<file path="src/rtl/iurt_up_arbiter.sv">
// Four-way round-robin arbiter that funnels requester bytes through a one-byte buffer to an upstream channel.
// Define IURT_ARB_HEADER_EN to prefix each new grant's byte run with a channel header byte {6'b101000, grant_id}.
module iurt_up_arbiter #(
  parameter int HOLD_MAX = 16
) (
  input  logic        clk,
  input  logic        rst,
  input  logic        ce,
  input  logic [3:0]  req_valid,
  input  logic [31:0] req_data,
  output logic [3:0]  req_ready,
  input  logic        data_up_ready,
  output logic        data_up_valid,
  output logic [7:0]  data_up,
  output logic [1:0]  grant_id,
  output logic        busy
);
  localparam int DATA_W = 8;
  localparam logic [7:0] HOLD_LIM = 8'(HOLD_MAX);

`ifdef IURT_ARB_HEADER_EN
  typedef enum logic [1:0] {ARB, HDR, SEND} state_t;
`else
  typedef enum logic [1:0] {ARB, SEND} state_t;
`endif

  state_t            state, state_nxt;
  logic [1:0]        grant_nxt;
  logic [7:0]        cnt, cnt_nxt;
  logic [DATA_W-1:0] buf_data, buf_data_nxt, data_up_nxt;
  logic              buf_full, buf_full_nxt, dv_nxt;
  logic              at_limit, take;
`ifdef IURT_ARB_HEADER_EN
  logic [1:0]        last_hdr_id, last_hdr_nxt;
  logic              hdr_sent_valid, hdr_sent_nxt;
`endif

  // Search starts one past the previous grant and ends on the previous grant itself.
  function automatic logic [1:0] rr_pick(input logic [1:0] last, input logic [3:0] vld);
    logic [1:0] idx;
    rr_pick = last;
    for (int k = 4; k >= 1; k--) begin
      idx = last + 2'(k);
      if (vld[idx]) rr_pick = idx;
    end
  endfunction

  assign at_limit = (cnt == HOLD_LIM);
  assign busy     = (state != ARB) || buf_full;

  always_comb begin
    state_nxt    = state;
    grant_nxt    = grant_id;
    cnt_nxt      = cnt;
    buf_data_nxt = buf_data;
    buf_full_nxt = buf_full;
    data_up_nxt  = data_up;
    dv_nxt       = 1'b0;
    req_ready    = 4'b0000;
`ifdef IURT_ARB_HEADER_EN
    last_hdr_nxt = last_hdr_id;
    hdr_sent_nxt = hdr_sent_valid;
`endif
    if (ce && (state == SEND) && !buf_full && !at_limit)
      req_ready = 4'b0001 << grant_id;
    take = |(req_valid & req_ready);

    // Drain only ever empties a full buffer; loads below only fill an empty one.
    if (buf_full && data_up_ready) begin
      data_up_nxt  = buf_data;
      dv_nxt       = 1'b1;
      buf_full_nxt = 1'b0;
    end

    case (state)
      ARB: begin
        if (|req_valid) begin
          grant_nxt = rr_pick(grant_id, req_valid);
          cnt_nxt   = '0;
`ifdef IURT_ARB_HEADER_EN
          if (!hdr_sent_valid || (grant_nxt != last_hdr_id)) state_nxt = HDR;
          else                                                state_nxt = SEND;
`else
          state_nxt = SEND;
`endif
        end
      end
`ifdef IURT_ARB_HEADER_EN
      HDR: begin
        if (!buf_full) begin
          buf_data_nxt = {6'b101000, grant_id};
          buf_full_nxt = 1'b1;
          last_hdr_nxt = grant_id;
          hdr_sent_nxt = 1'b1;
          state_nxt    = SEND;
        end
      end
`endif
      SEND: begin
        if (take) begin
          buf_data_nxt = req_data[{grant_id, 3'b000} +: DATA_W];
          buf_full_nxt = 1'b1;
          cnt_nxt      = cnt + 8'd1;
        end
        if (at_limit || (!buf_full && !req_valid[grant_id])) state_nxt = ARB;
      end
      default: state_nxt = ARB;
    endcase
  end

  always_ff @(posedge clk) begin
    if (rst) begin
      state          <= ARB;
      grant_id       <= 2'd3;
      cnt            <= '0;
      buf_full       <= 1'b0;
      data_up_valid  <= 1'b0;
      data_up        <= '0;
`ifdef IURT_ARB_HEADER_EN
      last_hdr_id    <= 2'd0;
      hdr_sent_valid <= 1'b0;
`endif
    end else if (ce) begin
      state          <= state_nxt;
      grant_id       <= grant_nxt;
      cnt            <= cnt_nxt;
      buf_full       <= buf_full_nxt;
      data_up_valid  <= dv_nxt;
      data_up        <= data_up_nxt;
`ifdef IURT_ARB_HEADER_EN
      last_hdr_id    <= last_hdr_nxt;
      hdr_sent_valid <= hdr_sent_nxt;
`endif
    end
  end

  // Buffer contents are qualified by buf_full, so they need no reset.
  always_ff @(posedge clk) begin
    if (ce) buf_data <= buf_data_nxt;
  end
endmodule
</file>
<file path="config.mk">
export PLATFORM = sky130hd
export DESIGN_NAME = iurt_up_arbiter
export DESIGN_NICKNAME = d
export VERILOG_FILES = /design/src/rtl/iurt_up_arbiter.sv
export SDC_FILE = /design/constraint.sdc
export NUM_CORES = 1
export LEC_CHECK = 0
export CAP_MARGIN = 20
export CORE_MARGIN = 10
export CORE_UTILIZATION = 41
export CTS_CLUSTER_DIAMETER = 200
export DETAILED_ROUTE_END_ITERATION = 8
export PLACE_DENSITY = 0.83
export SYNTH_ARGS = -nofsm -noshare
export SYNTH_HDL_FRONTEND = slang
export SYNTH_SLANG_ARGS = --single-unit
</file>
<file path="constraint.sdc">
create_clock -name clk -period 1.9 [get_ports clk]
set_input_delay 0.285 -clock clk [delete_from_list [all_inputs] [get_ports clk]]
set_output_delay 0.285 -clock clk [all_outputs]
set_load 0.03 [all_outputs]
</file>
======== After elaboration in Yosys (flattened, before gate mapping) ========
Cells that the tools add are included.
word-level totals
  bits of input ports ..................... 40
  flip-flop bits (word level) ............. 30
  word-level logic and storage cells ...... 66
operators by class
  bitwise logic cells ..................... 1
  equal/unequal tests ..................... 5
  $add $sub $neg .......................... 4
  shift operators ......................... 2
  multiplexer cells ....................... 22
  order comparisons ....................... 4
  reductions and logical operators ........ 21
operators with widths
  operator             number
  $shiftx 32x6->8      1
  $mux 8               2
  $pmux 8 s2           1
  $lt 2x3->1 const B   4
  $mux 2               5
  $add 8x1->8 const B  1
  $bmux 1 s2           4
  $eq 8x5->1 const B   1
  $mux 1               8
  $reduce_and 4->1     2
  $reduce_or 4->1      2
  $reduce_and 3->1     2
  $logic_and 1x1->1    5
  $add 2x2->2 const B  2
  $and 4x4->4          1
  $mux 4               1
  $ne 2x2->1 const B   2
  $pmux 2 s2           1
  $reduce_bool 2->1    2
  $shl 1x2->4 const A  1
  $logic_not 1->1      3
  $reduce_bool 3->1    1
  $add 2x1->2 const B  1
  $eq 2x1->1 const B   1
  4 further kinds      5

======== Longest topological paths before layout ========
Gate-level depths: netlist (run 1).
  word-level depth ........................ 9
  gate-level depth with buffers ........... 9
  gate-level depth less buffers ........... 6

======== Worst setup path before layout (run 1) ========
Ideal clock, no wire load.
  path type ............................... register to register
  start ................................... register grant_id[0]
  end ..................................... register buf_data[0], enable pin
  data required time ...................... 1,620 ps
  buffers on the path ..................... 3
  arrival time ............................ 1,997 ps
  setup slack ............................. -377 ps
  period minus slack after synthesis ...... 2,277 ps
  stages on the path, launching flop included .. 9
  path through ............................ dfxtp_1 -> buf_6 -> buf_2 -> inv_1 -> ha_1 -> a22oi_1 -> and2_1 -> clkbuf_1 -> nor2_1
on the way
  longest elaborated chain between the ends .. 5
ends and longest elaborated chain
  what                               RTL line  source
  from (decl)                        15        output logic [1:0] grant_id,
  from (signal assigned)             125       grant_id <= grant_nxt;
  $shl 1x2->4                        65        req_ready = 4'b0001 << grant_id;
  $mux 4                             64        if (ce && (state == SEND) && !buf_full && !at_limit)
  $and 4x4->4                        66        take = |(req_valid & req_ready);
  $reduce_or 4->1                    66
  $reduce_and 3->1 (no source line)  -
  to (signal assigned)               139       if (ce) buf_data <= buf_data_nxt;
  to (decl)                          30        logic [DATA_W-1:0] buf_data, buf_data_nxt, data_up_nxt;
No other way between the ends.
A chain may end at the register's enable or synchronous reset.

======== Worst setup path in the final report (run 1) ========
  start ................................... register cnt[1]
  end ..................................... output port req_ready[3]
on the way
  longest elaborated chain between the ends .. 4
ends and longest elaborated chain
  what                    RTL line  source
  from (decl)             29        logic [7:0] cnt, cnt_nxt;
  from (signal assigned)  126       cnt <= cnt_nxt;
  $eq 8x5->1              48        assign at_limit = (cnt == HOLD_LIM);
  $logic_not 1->1         64
  $logic_and 1x1->1       64
  $mux 4                  64
  to (decl)               11        output logic [3:0] req_ready,
No other way between the ends.

==> summary.md, run 1 <==
| Metric | Value |
|---|---|
| Critical Path RT | 1.62 ns |
| Largest net degree at the start of global routing | 24 |
| CP Max Fanout | 5 |
| Cells after synthesis | 169 |
| Synth-to-Final Area Change | 51.3% |
| Yosys top cell by area | dfxtp_1 |
| WL met3 | 274 um |
| Most frequent cells in the layout | clkdlybuf4s50_1, nand2_1, dfxtp_1, buf_4, a21oi_1 |
| Worst R2R Setup Slack | 0.07 ns |
| Multi-input gate area | 1010 um^2 |
| Fin crit share | 100% |
| PnR worst setup slack | -0.00511 ns |
| Layout cells sized above 1 | 25.8% |
| Pre-CTS WS | -0.104 ns |
| Top post-synthesis cells by area | dfxtp_1, edfxtp_1, mux4_2 |
| Post-synth EDFFs | 8 |
| Crit-path slowest cell | dfxtp_2 |
| Initial antenna violation count | 0 |
| Max Cap Viol | 0 |
| Nets | 285 |
| Vias in the first global route | 1609 |
| Root buf cell | clkbuf_8 |
| Worst setup EP type | primary output |
| Crit-path max cell delay | 0.34 ns |
| ANT cells | 0 |
| Post-synth top area share | 25.0% |
| Met1 WL | 1890 um |
| Library cells used by synthesis | 40 |
| Worst skew pair latency | 0.28 ns |
| Hold slack | 0.453 ns |
| Post-DP HPWL | 3690 um |
| Finished Core Util | 64.1% |
| Total CTS buffers | 5 |
| Final hold vios | 0 |
| CORE AREA | 3970 um^2 |
| Reg area | 669 um^2 |
| DR WL met2 | 2580 um |
| Sequential area share after synthesis | 39.3% |
| Worst R2R Path Depth | 7 |
| Hold Path Origin | data_up[2] |
| Final ANT Viol Nets | 0 |
| CTS Sinks | 29 |
| VDD IR max | 0.428 mV |
| Most common cell after layout, fill and taps aside | clkdlybuf4s50_1 |
| PD cells | 667 nW/um^2 |
| Global route total overflow | 0 |
| Worst path arrival time | 1.62 ns |
| Die ar. | 7060 um^2 |
| Post-Syn Area | 1680 um^2 |
| Critical path class | reg2out |
| Crit start category | register |
| First-pass GRT wire length | 8000 um |
| Vias | 1596 |
| LEAKAGE | 0.922 nW |
| Die H | 84.0 um |
| Worst R2R End | cnt[0] |
| Initial Utilization | 42.3% |
| RSZ-0062 raised after global routing | yes |
| Clk pin slew, worst setup/hold paths | 0.07 ns |
| HP Class | reg2reg |
| IO Count | 56 |
| Crit path cell chain | inv_2 > ha_4 > nor4bb_4 > a211oi_4 > and2_4 > buf_6 |
| WL/cell | 16.8 um |
| RR Startpoint | cnt[1] |
| Total of warnings raised by yosys | 0 |
| Via/cell ratio | 5.50 |
| Slew HR | 76.7% |
| Clock buffer depth | 2 |
| DRT iter0 DRCs | 99 |
| Mapped Nets | 215 |
| Endpoints failing setup | 4 |
| Pre-antenna DRT Iters | 4 |
| Final Skew | 0.00647 ns |
| Ys flop type | dfxtp_1 |
| Gr usage total | 13.9% |
| # hold bufs at CTS | 0 |
| Syn avg cell area | 9.95 um^2 |
| Filler cells | 329 |
| Post-Route WL | 4880 um |
| Minimum clock period | 1.91 ns |
| Failing checks | setup timing |
| Fmax | 525 MHz |
| Horiz. Die Dim | 84.0 um |
| Async SR Flop Fraction | 0% |
| Flops & latches, synth | 29 |
| CTS tree | done |
| PortBufs | 55 |
| H-tree depth | 2 |
| Hold Crit Depth | 2 |
| Uppermost routed layer | met4 |
| Cell Rows | 23 |
| Slew at the pin with the worst max-slew slack | 0.349 ns |
| Status | finished, violations left |
| DRC | 0 |
| Hold Path End | data_up[2] |
| GP Congestion | 0.879 |
| Final-report max-slew violation count | 0 |
per-layer routing:
layer | up-vias | track usage [%]
met5 | - | 0
met2 | 51 | 24.1
li1 | 779 | -
met1 | 754 | 14.4
met3 | 12 | 4.59
met4 | 0 | 7.31
power breakdown:
group | switching [mW] | internal (mW) | total, mW
clock network | 0.244 | 0.252 | 0.496
registers | 0.0297 | 0.669 | 0.699
logic | 0.230 | 0.272 | 0.502
total | 0.505 | 1.19 | 1.70
critical path: cells and delay by family, from the launching register on:
| kind | cells | cell delay [ns] |
|---|---|---|
| flops | 1 | 0.34 |
| simple gates | 2 | 0.36 |
| compound gates | 1 | 0.32 |
| buf+inv | 2 | 0.16 |
| fa+ha+maj | 1 | 0.14 |
metrics by stage:
step	setup TNS, ns	area [um^2]	power (mW)	instances
4_1_cts	-0.0148	2520	1.70	291
3_5_place_dp	-0.612	2360	1.20	280
6_report	-0.0133	2540	1.70	290
2_1_floorplan	0	1700	1.01	169
5_1_grt	-0.315	2540	1.77	290
3_3_place_gp	-0.0440	2360	1.19	280
worst max path at each step:
stage,startpoint,end,cells after the start
6_report,cnt[1],req_ready[3],6
5_1_grt,cnt[1],req_ready[3],6
4_1_cts,cnt[1],req_ready[1],7
3_5_place_dp,req_valid[2],cnt[0],5
3_3_place_gp,req_valid[2],cnt[3],5
2_1_floorplan,grant_id[0],cnt[4],9
Yosys cell counts (4+ instances only):
library cell,number
nand2_1,23
dfxtp_1,21
a21oi_1,13
mux4_2,10
o211ai_1,9
edfxtp_1,8
nor2_1,8
and2_1,7
inv_1,7
ha_1,6
a31oi_1,5
nand3_1,5
clkbuf_1,4
registers in the layout, summed over array words and instances, names as in the netlist:
name           flops
buf_data           8
cnt                8
data_up            8
grant_id           2
buf_full           1
data_up_valid      1
state              1
area by class of cell:
| type | count | area share [%] |
|---|---|---|
| clock buffers | 5 | 2.71 |
| repair buffers | 72 | 27.2 |
| flip-flops and latches | 29 | 26.3 |
| clock inverters | 3 | 0.689 |
| well taps | 50 | 2.46 |
| multi-input cells | 124 | 39.6 |
| inverters | 7 | 1.03 |
logic make-up after synthesis:
group	count (synthesis)	synth area share (%)
AO/OA/AOI/OAI	44	17.2
adder cells (fa/ha/maj)	6	4.46
buffers and inverters	16	4.24
flip-flops	29	39.3
multiplexers	15	16.6
AND/OR/NAND/NOR	59	18.2
what timing repair did:
action,CTS,global route
pin swaps,7,6
gates resized for setup,17,6
setup endpoints to repair,4,9
setup buffers,3,0
endpoints found under the hold margin,0,0
Note: power is estimated with default switching activity, not from simulation.
==> run 2: changes to the inputs <==
Settings changed: RECOVER_POWER set to 25.
==> summary.md, run 2 (synthesis gave the netlist of run 1 again) <==
| Metric | Value |
|---|---|
| Status | finished, violations left |
| Failing checks | setup timing |
| Minimum clock period | 1.90 ns (-0.00107 ns) |
| Worst R2R Path Depth | 7 (unchanged) |
| Worst path arrival time | 1.62 ns (about the same) |
| First-pass GRT wire length | 8000 um (unchanged) |
| Pre-antenna DRT Iters | 5 (+1) |
| Largest net degree at the start of global routing | 24 (unchanged) |
| WL/cell | 16.9 um (+0.39%) |
| Fin cells | 290 (unchanged) |
| CP Max Fanout | 5 (unchanged) |
| Slew HR | 76.8% (+0.11 points) |
| Critical path class | reg2out |
| HP Class | reg2reg |
| Slew at the pin with the worst max-slew slack | 0.346 ns (-0.00209 ns) |
| Via/cell ratio | 5.54 (+0.63%) |
| # hold bufs at CTS | 0 (unchanged) |
| Crit start category | register |
| Final-report max-slew violation count | 0 (unchanged) |
| Fmax | 525 MHz (about the same) |
| Final hold vios | 0 (unchanged) |
| PD cells | 667 nW/um^2 (about the same) |
| H-tree depth | 2 (unchanged) |
| Gr usage total | 13.9% (unchanged) |
| Final ANT Viol Nets | 0 (unchanged) |
| Most frequent cells in the layout | clkdlybuf4s50_1, nand2_1, dfxtp_1 |
| DRT iter0 DRCs | 99 (unchanged) |
| CTS tree | done |
| Initial Utilization | 42.3% (unchanged) |
| Worst skew pair latency | 0.28 ns (about the same) |
| Global route total overflow | 0 (unchanged) |
| Biggest regs | buf_data: 8 flops, cnt: 8 flops, data_up: 8 flops |
| GP Congestion | 0.879 (unchanged) |
| Initial antenna violation count | 0 (unchanged) |
| Max Cap Viol | 0 (unchanged) |
| Vias in the first global route | 1609 (unchanged) |
| Vias | 1606 (+0.63%) |
| Worst setup EP type | primary output |
| Clock buffer depth | 2 (unchanged) |
| ANT cells | 0 (unchanged) |
| Placed insts | 280 (unchanged) |
| Clk pin slew, worst setup/hold paths | 0.07 ns (about the same) |
| LEAKAGE | 0.918 nW (-0.45%) |
| Layout cells sized above 1 | 25.4% (-0.42 points) |
| Most common cell after layout, fill and taps aside | clkdlybuf4s50_1 |
| IO Count | 56 (unchanged) |
| Hold slack | 0.453 ns (-0.000138 ns) |
| Endpoints failing setup | 4 (unchanged) |
| PortBufs | 55 (unchanged) |
| Final Skew | 0.00641 ns (-0.0000615 ns) |
| Cell Rows | 23 (unchanged) |
| CTS Sinks | 29 (unchanged) |
| Fin crit share | 100% (about the same) |
| RSZ-0062 raised after global routing | yes |
| Horiz. Die Dim | 84.0 um (unchanged) |
| Root buf cell | clkbuf_8 |
| CORE AREA | 3970 um^2 (unchanged) |
| DRC | 0 (unchanged) |
| PnR worst setup slack | -0.00404 ns (+0.00107 ns) |
| Critical Path RT | 1.62 ns (about the same) |
| Nets | 285 (unchanged) |
| Total CTS buffers | 5 (unchanged) |
| Die ar. | 7060 um^2 (unchanged) |
| VDD IR max | 0.427 mV (-0.27%) |
| Synth-to-Final Area Change | 50.9% |
| Post-DP HPWL | 3690 um (unchanged) |
| Hold Crit Depth | 2 (unchanged) |
| Post-Route WL | 4900 um (+0.39%) |
| Die H | 84.0 um (unchanged) |
[run 2: changes by cell type in the layout (fill, tap and decap cells not counted), sizes merged]
cell,before,now
buf,21,19
clkbuf,5,7
[run 2: what timing repair did]
action	4_1_cts	5_1_grt
gates resized for setup	17	6
setup buffers	3	0
endpoints found under the setup margin	4	9
pin swaps	7	6
[run 2: final cells by class]
| class | instances | area (um^2) |
|---|---|---|
| Fill cell | 332 | 1430 |
| Multi-Input combinational cell | 124 | 1010 |
| Timing Repair Buffer | 72 | 686 |
| Sequential cell | 29 | 669 |
| Clock buffer | 5 | 68.8 |
| Tap cell | 50 | 62.6 |
| Inverter | 7 | 26.3 |
| Clock inverter | 3 | 17.5 |
[run 2: worst paths after layout]
path              startpoint  slack [ns]           end
setup / recovery      cnt[1]      -0.004  req_ready[3]
hold reg to reg   data_up[2]        0.45    data_up[2]
setup reg to reg      cnt[1]        0.06        cnt[0]
hold / removal    data_up[2]        0.45    data_up[2]
[run 2: critical path, cell delays in order (launching register included)]
cell and delay [ns]:
dfxtp_2 0.34, inv_2 0.04, ha_4 0.14, nor4bb_4 0.16, a211oi_4 0.32, and2_4 0.20, buf_6 0.12
[run 2: stage by stage]
stage / total power, mW / worst slack (ns) / cell area, um^2 / TNS (ns) / util, %
2_1_floorplan: 1.01 / 0.0484 / 1700 / 0 / -
4_1_cts: 1.70 / -0.00595 / 2520 / -0.0148 / 63.5
5_1_grt: 1.77 / -0.0796 / 2540 / -0.315 / 63.9
6_report: 1.69 / -0.00404 / 2540 / -0.00913 / 63.9
3_3_place_gp: 1.19 / -0.0216 / 2360 / -0.0440 / 59.5
3_5_place_dp: 1.20 / -0.104 / 2360 / -0.612 / 59.5
[run 2: per-layer routing]
| metal | global-route usage, % | vias to the layer above | routed length (um) |
|---|---|---|---|
| li1 | - | 780 | - |
| met1 | 14.4 | 759 | 1910 |
| met2 | 24.1 | 55 | 2570 |
| met3 | 4.59 | 12 | 284 |
| met4 | 7.31 | 0 | 137 |
| met5 | 0 | - | 0 |
[run 2: power breakdown]
group	switching (mW)	leakage (nW)	total (mW)	internal (mW)
clock	0.242	0.0439	0.494	0.252
combinational	0.231	0.630	0.500	0.269
sequential	0.0296	0.244	0.699	0.669
==> patch: new RTL, config.mk and constraints of run 2 <==
One comparison of `cnt` changes from == to >=.
--- a/src/rtl/iurt_up_arbiter.sv
+++ b/src/rtl/iurt_up_arbiter.sv
@@ -47,3 +47,3 @@
 
-  assign at_limit = (cnt == HOLD_LIM);
+  assign at_limit = (cnt >= HOLD_LIM);
   assign busy     = (state != ARB) || buf_full;
Function: same outputs for any inputs over 10 cycles, from zero or initial values and one cycle with rst high; that may be too few to reach the edited logic, so the function may still have changed.
==> patch against run 2 <==
  * Via count decreased by 19%
  * Combinational power is 6.6% higher
  * Largest cell class unchanged
  * Area after synthesis decreased by 8.4%
  * Sequential cell count is the same
  * Clock power decreased by 4%
  * Total power increased by 1.2%
  * Critical endpoint is now req_ready[2]
  * Cell area down 8.1%
  * First-iteration DRC count fell by 39%
  * Critical path depth fell by 1
  * Wire length fell by 21%
  * Register-to-register slack better by 70 ps
  * Worst setup slack gained 53 ps
  * Cell count fell by 9.7%
  * Non-clock buffer count down 4
==> patch: results <==
set metrics [dict create \
    run_status "completed" \
    syn_nets 191 \
    grt_pass1_vias 1323 \
    p_sw_frac 0.280 \
    slowest_stage "or3b_4" \
    grt_max_degree 15 \
    worst_pin_slew_ps 391 \
    min-delay-path-class "flop to flop" \
    yosys_warnings 0 \
    synth.distinct_cells 39 \
    synth_async_sr_flop_share 0 \
    hp-start "data_up[3]$_SDFFE_PP0P_" \
    timing.rr.end "cnt[3]$_SDFFE_PP0P_" \
    path_max_fanout 5 \
    drive_above_1_share 0.252 \
    fin_skew_ps 3.14 \
    ys_seq_area_frac 0.429 \
    cp_data_arrival_time_ps 1570 \
    dp_hpwl_um 3150 \
    rrSetupSlack_ps 130 \
    antenna_found_initial 0 \
    synth-edff-count 8 \
    vdd_drop_max_mv 0.359 \
    cp_top_family "simple AND/OR/NAND/NOR gates" \
    final_cells 262 \
    leakage_nw 0.864 \
    syn_area_per_cell_um2 10.6 \
    insertion_delay_ps 280 \
    clockBufferDepth 2 \
    cts_buffers 5 \
    numPortBuffers 55 \
    h-tree-depth 2 \
    antenna_cells 0 \
    cts-root-buf "clkbuf_8" \
    fillers 310 \
    synth_common_cells "dfxtp_1 (21), nand2_1 (20), a21oi_1 (13), mux4_2 (10), edfxtp_1 (8)" \
    cts.clk_slew.worst_paths_ps 60 \
    rr_worst_depth 7 \
    place_congestion 0.829 \
    worstSetupStartpoint "cnt[5]$_SDFFE_PP0P_" \
    vias_per_cell 4.98 \
    holdWs_ps 453 \
    reg_top3 "buf_data x8, cnt x8, data_up x8" \
    max_stage_delay_ps 400 \
    dpl.cell_count 253 \
    first_pass_iters 4 \
    comb_power_uw 533 \
    layout.nets 259 \
    wire_per_inst_um 14.8 \
    whs_endpoint "data_up[3]$_SDFFE_PP0P_" \
    grtUsageTotal 0.124 \
    hold_depth 2 \
    grt_pass1_wl_um 6280 \
    drt-initial-drc-count 60 \
    clkPwrFrac 0.277 \
    synth_area_leaders "dfxtp_1 (27%), edfxtp_1 (16%), mux4_2 (15%)" \
]
[patch: worst max path at each step]
stage / endpoint / cells after the start
2_1_floorplan: cnt[1]$_SDFFE_PP0P_ / 10
3_3_place_gp: cnt[5]$_SDFFE_PP0P_ / 6
3_5_place_dp: cnt[5]$_SDFFE_PP0P_ / 6
4_1_cts: req_ready[0] / 5
5_1_grt: req_ready[2] / 5
6_report: req_ready[2] / 5
[patch: what timing repair did]
item / 4_1_cts / 5_1_grt
buffers inserted: 1 / 0
endpoints found under the setup margin: 4 / 4
gates resized for setup: 8 / 3
pin swaps: 2 / 0
[patch: cells by family after synthesis]
| kind of cell | synth area share |
|---|---|
| adders and majority gates | 0.0487 |
| buffers and inverters | 0.0292 |
| muxes | 0.181 |
| and+or+nand+nor | 0.201 |
| DFF | 0.429 |
| AOI/OAI and AO/OA | 0.0991 |
| xor gates and xnor gates | 0.0114 |
[patch: layer usage]
layer | wire length, µm | up-vias | track usage
met5 | 0 | - | 0
met4 | 60 | 0 | 0.0519
met3 | 230 | 6 | 0.0541
met2 | 2110 | 28 | 0.205
met1 | 1480 | 613 | 0.135
li1 | - | 659 | -
[patch: area by class of cell]
| type | instances | area, µm² | share of cell area |
|---|---|---|---|
| Sequential cell | 29 | 669 | 0.287 |
| Multi-Input combinational cell | 105 | 845 | 0.362 |
| Inverter | 4 | 17.5 | 0.00751 |
| Tap cell | 48 | 60.1 | 0.0258 |
| Timing Repair Buffer | 68 | 658 | 0.282 |
| Clock buffer | 6 | 72.6 | 0.0311 |
| Clock inverter | 2 | 10.0 | 0.00429 |
[patch: stage by stage]
stage               power, mW  area (µm²)  setup WS (ps)
finish                   1.71        2330           48.5
global route             1.82        2330          -42.5
CTS                      1.74        2330           43.0
detailed placement       1.25        2230           -195
global placement         1.24        2230           -130
floorplan                1.08        1590          -87.9
